### config.mk
export PLATFORM = sky130hd
export DESIGN_NAME = memory_mp_flat
export DESIGN_NICKNAME = d
export VERILOG_FILES = /design/src/rtl/memory_mp_pkg.sv /design/src/rtl/memory_mp_if.sv /design/src/rtl/memory_rr_arb.sv /design/src/rtl/memory_mp.sv /design/src/flat_wrapper.sv
export SDC_FILE = /design/constraint.sdc
export NUM_CORES = 1
export LEC_CHECK = 0
export BUFFER_PORTS_ARGS = -buffer_cell sky130_fd_sc_hd__buf_4
export CAP_MARGIN = 10
export CORE_ASPECT_RATIO = 1.4
export CORE_UTILIZATION = 36
export DETAILED_ROUTE_END_ITERATION = 16
export MAX_ROUTING_LAYER = met4
export PLACE_DENSITY = 0.57
export SLEW_MARGIN = 10
export SYNTH_ARGS = -nofsm -noshare
export SYNTH_HDL_FRONTEND = slang
export SYNTH_SLANG_ARGS = --single-unit
### constraint.sdc
create_clock -name clk_i -period 8.8 [get_ports clk_i]
set_input_delay 0.88 -clock clk_i [delete_from_list [all_inputs] [get_ports clk_i]]
set_output_delay 0.88 -clock clk_i [all_outputs]
set_load 0.03 [all_outputs]
### src/rtl/memory_mp_pkg.sv
// memory_mp_pkg
// Shared constants, types and helpers for the multi-channel memory slice.
//   DEF_WIDTH / DEF_DEPTH / DEF_NCH : default parameter values
//   BYTES                           : byte lanes in a default-width word
//   req_t                           : one channel's request bundle (default widths)
//   evenParity()                    : even-parity bit over a zero-extended word
package memory_mp_pkg;

  localparam int DEF_WIDTH = 16;
  localparam int DEF_DEPTH = 64;
  localparam int DEF_NCH   = 2;
  localparam int BYTES     = DEF_WIDTH / 8;

  typedef struct packed {
    logic                         valid;
    logic                         wr_rd;
    logic [$clog2(DEF_DEPTH)-1:0] addr;
    logic [DEF_WIDTH-1:0]         wdata;
    logic [BYTES-1:0]             be;
  } req_t;

  // Parity bit that makes the total count of ones even.
  function automatic logic evenParity(input logic [63:0] word);
    return ^word;
  endfunction

endpackage

### src/rtl/memory_mp_if.sv
// memory_mp_if
// Bus bundle between NCH requesters and the shared memory.
//   valid_i / wr_rd_i / addr_i / wdata_i / be_i : per-channel request, packed by channel
//   ready_o  : one-hot (or zero) grant
//   rdata_o  : shared read data; rvalid_o : one-hot owner tag; err_o : error pulse
// Modports: master (requester side), slave (memory side).
interface memory_mp_if
  import memory_mp_pkg::*;
#(
  parameter int WIDTH      = DEF_WIDTH,
  parameter int DEPTH      = DEF_DEPTH,
  parameter int ADDR_WIDTH = $clog2(DEPTH),
  parameter int NCH        = DEF_NCH
);

  logic [NCH-1:0]             valid_i;
  logic [NCH-1:0]             wr_rd_i;
  logic [NCH*ADDR_WIDTH-1:0]  addr_i;
  logic [NCH*WIDTH-1:0]       wdata_i;
  logic [NCH*(WIDTH/8)-1:0]   be_i;
  logic [NCH-1:0]             ready_o;
  logic [WIDTH-1:0]           rdata_o;
  logic [NCH-1:0]             rvalid_o;
  logic                       err_o;

  modport master (
    output valid_i, wr_rd_i, addr_i, wdata_i, be_i,
    input  ready_o, rdata_o, rvalid_o, err_o
  );

  modport slave (
    input  valid_i, wr_rd_i, addr_i, wdata_i, be_i,
    output ready_o, rdata_o, rvalid_o, err_o
  );

endinterface

### src/rtl/memory_rr_arb.sv
// memory_rr_arb
// NCH-wide round-robin arbiter.
//   clk_i, rst_i : clock, synchronous active-high reset
//   i_req        : per-channel request
//   o_grant      : one-hot grant (zero when nothing requests or during reset)
// Search starts at the pointer and wraps; the pointer moves one past the winner.
module memory_rr_arb
  import memory_mp_pkg::*;
#(
  parameter int NCH = DEF_NCH
) (
  input  logic           clk_i,
  input  logic           rst_i,
  input  logic [NCH-1:0] i_req,
  output logic [NCH-1:0] o_grant
);

  localparam int PW = (NCH > 1) ? $clog2(NCH) : 1;

  logic [PW-1:0]  r_ptr;
  logic [NCH-1:0] w_grant;
  logic [PW-1:0]  w_idx;
  logic           w_found;
  int             w_cand;

  // First requester at or above the pointer, wrapping at NCH.
  always_comb begin
    w_grant = '0;
    w_idx   = '0;
    w_found = 1'b0;
    w_cand  = 0;
    for (int i = 0; i < NCH; i++) begin
      w_cand = int'(r_ptr) + i;
      if (w_cand >= NCH) w_cand = w_cand - NCH;
      if (!w_found && i_req[w_cand]) begin
        w_found         = 1'b1;
        w_grant[w_cand] = 1'b1;
        w_idx           = PW'(w_cand);
      end
    end
  end

  // Nothing is granted while reset is held, so no transfer can slip through.
  assign o_grant = rst_i ? '0 : w_grant;

  // Pointer advances past the winner, wrapping explicitly for non-power-of-two NCH.
  always_ff @(posedge clk_i) begin
    if (rst_i) begin
      r_ptr <= '0;
    end else if (w_found) begin
      r_ptr <= (w_idx == PW'(NCH - 1)) ? '0 : w_idx + 1'b1;
    end
  end

endmodule

### src/rtl/memory_mp.sv
// memory_mp
// Multi-channel front-door memory: NCH requesters share one DEPTH x WIDTH store
// through round-robin arbitration, byte-enabled writes and a registered, tagged
// read return.
//   clk_i, rst_i : clock, synchronous active-high reset
//   bus          : memory_mp_if slave modport (requests in, grant/read return out)
// Optional feature macro: MEMORY_MP_PARITY_EN adds one even-parity bit per word;
// a read parity mismatch raises err_o alongside the returned data.
module memory_mp
  import memory_mp_pkg::*;
#(
  parameter int WIDTH      = DEF_WIDTH,
  parameter int DEPTH      = DEF_DEPTH,
  parameter int ADDR_WIDTH = $clog2(DEPTH),
  parameter int NCH        = DEF_NCH
) (
  input  logic        clk_i,
  input  logic        rst_i,
  memory_mp_if.slave  bus
);

  localparam int NBYTES = WIDTH / 8;

  logic [WIDTH-1:0]      r_mem [DEPTH];
  logic [WIDTH-1:0]      r_rdata;
  logic [NCH-1:0]        r_rvalid;
  logic                  r_err;

  logic [NCH-1:0]        w_grant;
  logic                  w_any;
  logic                  w_wr;
  logic [ADDR_WIDTH-1:0] w_addr;
  logic [WIDTH-1:0]      w_wdata;
  logic [NBYTES-1:0]     w_be;
  logic                  w_inRange;
  logic [WIDTH-1:0]      w_old;
  logic [WIDTH-1:0]      w_merged;
  logic                  w_rdErr;

  memory_rr_arb #(.NCH(NCH)) u_arb (
    .clk_i   (clk_i),
    .rst_i   (rst_i),
    .i_req   (bus.valid_i),
    .o_grant (w_grant)
  );

  assign w_any = |w_grant;

  // Route the granted channel's request onto a single internal request.
  always_comb begin
    w_wr    = 1'b0;
    w_addr  = '0;
    w_wdata = '0;
    w_be    = '0;
    for (int k = 0; k < NCH; k++) begin
      if (w_grant[k]) begin
        w_wr    = bus.wr_rd_i[k];
        w_addr  = bus.addr_i[k*ADDR_WIDTH +: ADDR_WIDTH];
        w_wdata = bus.wdata_i[k*WIDTH +: WIDTH];
        w_be    = bus.be_i[k*NBYTES +: NBYTES];
      end
    end
  end

  // Out-of-range addresses never touch the array; they read as zero.
  assign w_inRange = int'(w_addr) < DEPTH;
  assign w_old     = w_inRange ? r_mem[w_addr] : '0;

  // Bytes without an enable keep their stored value.
  always_comb begin
    w_merged = w_old;
    for (int b = 0; b < NBYTES; b++) begin
      if (w_be[b]) w_merged[b*8 +: 8] = w_wdata[b*8 +: 8];
    end
  end

`ifdef MEMORY_MP_PARITY_EN
  logic r_par [DEPTH];

  assign w_rdErr = !w_inRange || (evenParity(64'(w_old)) != r_par[w_addr]);

  // Parity is taken over the merged word, so it always matches what is stored.
  always_ff @(posedge clk_i) begin
    if (rst_i) begin
      for (int i = 0; i < DEPTH; i++) r_par[i] <= 1'b0;
    end else if (w_any && w_wr && w_inRange) begin
      r_par[w_addr] <= evenParity(64'(w_merged));
    end
  end
`else
  assign w_rdErr = !w_inRange;
`endif

  // Store update plus the one-cycle read return and error pulse.
  always_ff @(posedge clk_i) begin
    if (rst_i) begin
      for (int i = 0; i < DEPTH; i++) r_mem[i] <= '0;
      r_rdata  <= '0;
      r_rvalid <= '0;
      r_err    <= 1'b0;
    end else begin
      r_rvalid <= '0;
      r_err    <= 1'b0;
      if (w_any) begin
        if (w_wr) begin
          if (w_inRange) r_mem[w_addr] <= w_merged;
          r_err <= !w_inRange;
        end else begin
          r_rdata  <= w_old;
          r_rvalid <= w_grant;
          r_err    <= w_rdErr;
        end
      end
    end
  end

  assign bus.ready_o  = w_grant;
  assign bus.rdata_o  = r_rdata;
  assign bus.rvalid_o = r_rvalid;
  assign bus.err_o    = r_err;

endmodule

### src/flat_wrapper.sv
// flat-port wrapper written by rule: the top's interface ports become plain ports
module memory_mp_flat import memory_mp_pkg::*;
#(
  parameter int WIDTH      = DEF_WIDTH,
  parameter int DEPTH      = DEF_DEPTH,
  parameter int ADDR_WIDTH = $clog2(DEPTH),
  parameter int NCH        = DEF_NCH
)
  (clk_i, rst_i, bus_valid_i, bus_wr_rd_i, bus_addr_i, bus_wdata_i, bus_be_i, bus_ready_o, bus_rdata_o, bus_rvalid_o, bus_err_o);
  memory_mp_if #(.WIDTH(WIDTH), .DEPTH(DEPTH), .ADDR_WIDTH(ADDR_WIDTH), .NCH(NCH)) bus_i ();
  input  logic clk_i;
  input  logic rst_i;
  input wire logic [$bits(bus_i.valid_i)-1:0] bus_valid_i;
  input wire logic [$bits(bus_i.wr_rd_i)-1:0] bus_wr_rd_i;
  input wire logic [$bits(bus_i.addr_i)-1:0] bus_addr_i;
  input wire logic [$bits(bus_i.wdata_i)-1:0] bus_wdata_i;
  input wire logic [$bits(bus_i.be_i)-1:0] bus_be_i;
  output wire logic [$bits(bus_i.ready_o)-1:0] bus_ready_o;
  output wire logic [$bits(bus_i.rdata_o)-1:0] bus_rdata_o;
  output wire logic [$bits(bus_i.rvalid_o)-1:0] bus_rvalid_o;
  output wire logic [$bits(bus_i.err_o)-1:0] bus_err_o;
  assign bus_i.valid_i = bus_valid_i;
  assign bus_i.wr_rd_i = bus_wr_rd_i;
  assign bus_i.addr_i = bus_addr_i;
  assign bus_i.wdata_i = bus_wdata_i;
  assign bus_i.be_i = bus_be_i;
  assign bus_ready_o = bus_i.ready_o;
  assign bus_rdata_o = bus_i.rdata_o;
  assign bus_rvalid_o = bus_i.rvalid_o;
  assign bus_err_o = bus_i.err_o;
  memory_mp #(.WIDTH(WIDTH), .DEPTH(DEPTH), .ADDR_WIDTH(ADDR_WIDTH), .NCH(NCH)) u_core (.clk_i(clk_i), .rst_i(rst_i), .bus(bus_i));
endmodule
==> key figures <==
Setup path
  • Critical Path Fanout Max: 40
  • CP endpoint kind: flip-flop
  • Critical Path AT: 6.62 ns
  • Required @ worst endpoint: 9.22 ns
  • R2R Path End: u_core.r_mem[26][9]$_SDFFCE_PN0P_
  • Largest stage delay, worst path: around 1.1 ns
  • Slowest-stage cell, CP: a2111oi_0
  • CP Launch Type: flip-flop
  • R2R setup slack: between 2 and 3 ns
  • R2R cell count: 11
  • Most frequent CP cell: buf_4
  • Crit-path leading delay family: compound AO/OA/AOI/OAI gates
  • Type of the worst setup path: reg -> reg
  • Critical path buffers and inverters: 3
  • Critical path cell sequence: a21boi_4 > a22o_4 > nor4_2 > buf_4 > buf_4 > a222oi_1 > o221ai_1 > a2111oi_0 > a41o_2 > buf_4 > a21oi_1

Floorplan
  • Die height: approximately 430 um
  • # IOs: 75
  • FP Rows: roughly 160
  • Die width: 307 um
  • Starting Density: a little over a third
  • Core Area: roughly 130000 um2
  • Total die area: approximately 130000 um2

Timing
  • Setup TNS: 0 ns
  • Worst-Margin Slew: 1.33 ns
  • Worst Skew: ~0.04 ns
  • Worst setup margin: 2.59 ns
  • Fmax: between 150 and 200 MHz
  • Relative slew slack: 10.4%
  • Final setup violation count: 0
  • Fin crit share: 70.5%
  • Final Slew Violations: 0
  • RSZ-0062 raised after global routing: false
  • Final hold vios: 0
  • Tmin final: 6.21 ns

Clock network
  • CTS tree: built
  • CTS Buffer Depth: 3
  • Post-CTS Hold Buffers: 0
  • Post-CTS sizing: 0
  • Clk Latency, worst-skew pair: between 0.7 and 0.8 ns
  • CTS buffer count: 100
  • Count of clock tree sinks: 1043
  • H-tree depth: 3
  • Root Buffer: clkbuf_16
  • Clock transition at path regs: 0.07 ns
  • Post-CTS setup buffers: 0

Layout
  • P&R area growth vs syn: 12.5%
  • Total Nets Final: between 3000 and 4000
  • Layout cells sized above 1: ~13%
  • Fillers: roughly 12000

Pwr
  • Comb pwr share: about an eighth
  • Worst vdd ir: 0.000140 V
  • Switching pwr: about 0.0032 W
  • Pleak: roughly 18 nW
  • Sequential share of power: approximately 49%
  • Power Dens Cells: approximately 220 nW/um2
  • Internal Dissipation: approximately 0.0084 W
  • Sw frac: between 20% and 30%
  • Clock share of power: between 30 and 40%

Synth
  • Post-synthesis simple-gate area fraction: under 10%
  • Sequential fraction of the synthesis area: between 60 and 70%
  • Async SR Flop Fraction: 0%
  • Largest family of logic cells by synthesized area: compound AO/OA/AOI/OAI gates
  • Post-synthesis compound-gate area fraction: approximately a fifth
  • Yosys Warn Count: 0
  • Average cell area after synthesis: ~12 um2
  • XOR/XNOR Fraction of Synth Area: 0%
  • Mux cell area share after synthesis: around 1.6%
  • Synth Area in Adders: 0%
  • Synthesized area: around 47000 um2
  • Synth Instances: slightly below 4000
  • Syn Nets: 3977
  • Post-synth EDFFs: approximately 1000
  • Synth Flop Type: edfxtp_1
  • Register bit total from synthesis: between 1000 and 1500
  • Post-synthesis cell type count: 77

Worst hold path
  • Hold Path Depth: 2
  • Hold EP: u_core.bus.rvalid_o[1]$_SDFF_PP0_
  • Hold Startpoint: bus_wr_rd_i[1]
  • Worst hold-check path type: in -> reg

Drt
  • DR vias: 37100
  • DRC viols: 0
  • DR iter-0 viols: about 5800
  • Vias per Instance: between 6 and 7
  • Post-route ant nets: 0
  • Drt first pass iters: 7
  • Routed wire length: between 150000 and 200000 um
  • Routed len/inst: 33.8 um

Place
  • Detail Placement HPWL: ~110000 um
  • # port buffers: 73
  • Place WS: roughly 2.2 ns
  • RD Place Congestion: roughly 1.0

Global route
  • Gr usage total: 29.2%
  • Vias in the first global route: about 35000
  • First-pass GRT wire length: between 200000 and 300000 um
  • Total gr overflow: 0
  • Antenna violations before repair: 11
  • Largest net degree at the start of global routing: 65

Run status
  • Status: finished, final reports clean

Job
  • Max-cap check violation count: 0
-- sequential cells by signal, indices dropped and copies added (netlist names), named ones only --
name / cells
u_core.r_mem: 1024
u_core.bus.rvalid_o: 2
u_core.bus.rdata_o: 16
-- placed cells by master, fill, tap and decap left out, types with 18 or more instances in the layout --
| cell | n |
|---|---|
| nor2_1 | 112 |
| o2bb2ai_1 | 38 |
| edfxtp_1 | 1024 |
| a22o_1 | 74 |
| nand3_1 | 133 |
| nand2_1 | 410 |
| o21ai_0 | 24 |
| a222oi_1 | 60 |
| dfxtp_1 | 19 |
| o22a_1 | 21 |
| mux2i_1 | 52 |
| clkbuf_1 | 18 |
| buf_4 | 245 |
| o21ai_4 | 28 |
| a31oi_1 | 59 |
| a21oi_1 | 1060 |
| mux2_2 | 18 |
| a22oi_1 | 121 |
| clkbuf_16 | 107 |
| clkinv_1 | 28 |
-- how the worst max path moves through the flow --
stage | cells after the start | end | slack (ns) | start
floorplan | 10 | u_core.r_mem[22][0]$_SDFFCE_PN0P_ | 4.56 | rst_i
global placement | 12 | u_core.r_mem[31][9]$_SDFFCE_PN0P_ | 2.26 | bus_valid_i[1]
detailed placement | 12 | u_core.r_mem[26][9]$_SDFFCE_PN0P_ | 2.18 | bus_valid_i[1]
CTS | 11 | u_core.r_mem[26][9]$_SDFFCE_PN0P_ | 2.85 | flip-flop
global route | 11 | u_core.r_mem[25][9]$_SDFFCE_PN0P_ | 2.66 | flip-flop
finish | 11 | u_core.r_mem[26][9]$_SDFFCE_PN0P_ | 2.59 | flip-flop
-- synthesized netlist by cell type (17+ instances only) --
master | number | share of area, %
mux2_2 | 18 | 0.43
edfxtp_1 | 1024 | 65
buf_6 | 26 | 0.62
o21ai_0 | 39 | 0.42
nand2_1 | 412 | 3.3
a22oi_1 | 121 | 1.9
a211oi_1 | 17 | 0.27
a21oi_1 | 1060 | 11
a221oi_1 | 18 | 0.34
dfxtp_1 | 19 | 0.81
a222oi_1 | 60 | 1.3
a31oi_1 | 60 | 0.80
mux2i_1 | 52 | 1.1
nand3_1 | 133 | 1.4
nor2_1 | 123 | 0.98
buf_1 | 19 | 0.15
a22o_1 | 75 | 1.4
buf_2 | 125 | 1.3
clkbuf_1 | 262 | 2.1
o22a_1 | 21 | 0.39
o2bb2ai_1 | 38 | 0.71
-- stage by stage --
step | cells | util [%] | hold slack (ns) | total power (W) | instance area (um2)
floorplan | 3923 | - | 0.516 | 0.00657 | 47000
global placement | 5470 | 38.3 | 0.489 | 0.00723 | 49600
detailed placement | 5471 | 38.3 | 0.497 | 0.00724 | 49600
CTS | 5656 | 40.8 | 0.292 | 0.0115 | 52800
global route | 5666 | 40.9 | 0.327 | 0.0118 | 52900
finish | 5668 | 40.9 | 0.311 | 0.0116 | 52900
-- cell families after synthesis --
logic type	after synthesis
other	1
DFF	1043
muxes	72
AOI/OAI and AO/OA	1613
buffers and inverters	444
and+or+nand+nor	750
-- per-layer routing --
layer  vias up  wire length (um)  global-route usage [%]
li1      15000                 -                       -
met1     18700             66500                    33.9
met2      2703             89700                    45.4
met3       638             21000                    6.15
met4         0             14500                    19.9
met5         -                 0                       -
-- area by class of cell --
| cell class | count | area, um2 | share of cell area (%) |
|---|---|---|---|
| Inverter | 2 | 10.0 | 0.0189 |
| Clock inverter | 57 | 469 | 0.887 |
| Antenna cell | 11 | 27.5 | 0.0520 |
| Timing Repair Buffer | 253 | 2010 | 3.79 |
| Sequential cell | 1043 | 31100 | 58.8 |
| Clock buffer | 128 | 2790 | 5.27 |
| Multi-Input combinational cell | 2436 | 14300 | 27.0 |
| Tap cell | 1738 | 2170 | 4.11 |
-- power groups by stage --
stage | logic, W | registers (W) | clock network [W]
after floorplan | 0.000796 | 0.00577 | 0
after global placement | 0.00145 | 0.00578 | 0
after detailed placement | 0.00146 | 0.00578 | 0
after CTS | 0.00146 | 0.00568 | 0.00439
after global routing | 0.00153 | 0.00569 | 0.00456
final | 0.00151 | 0.00568 | 0.00440
Power figures use the tool's default switching activity.
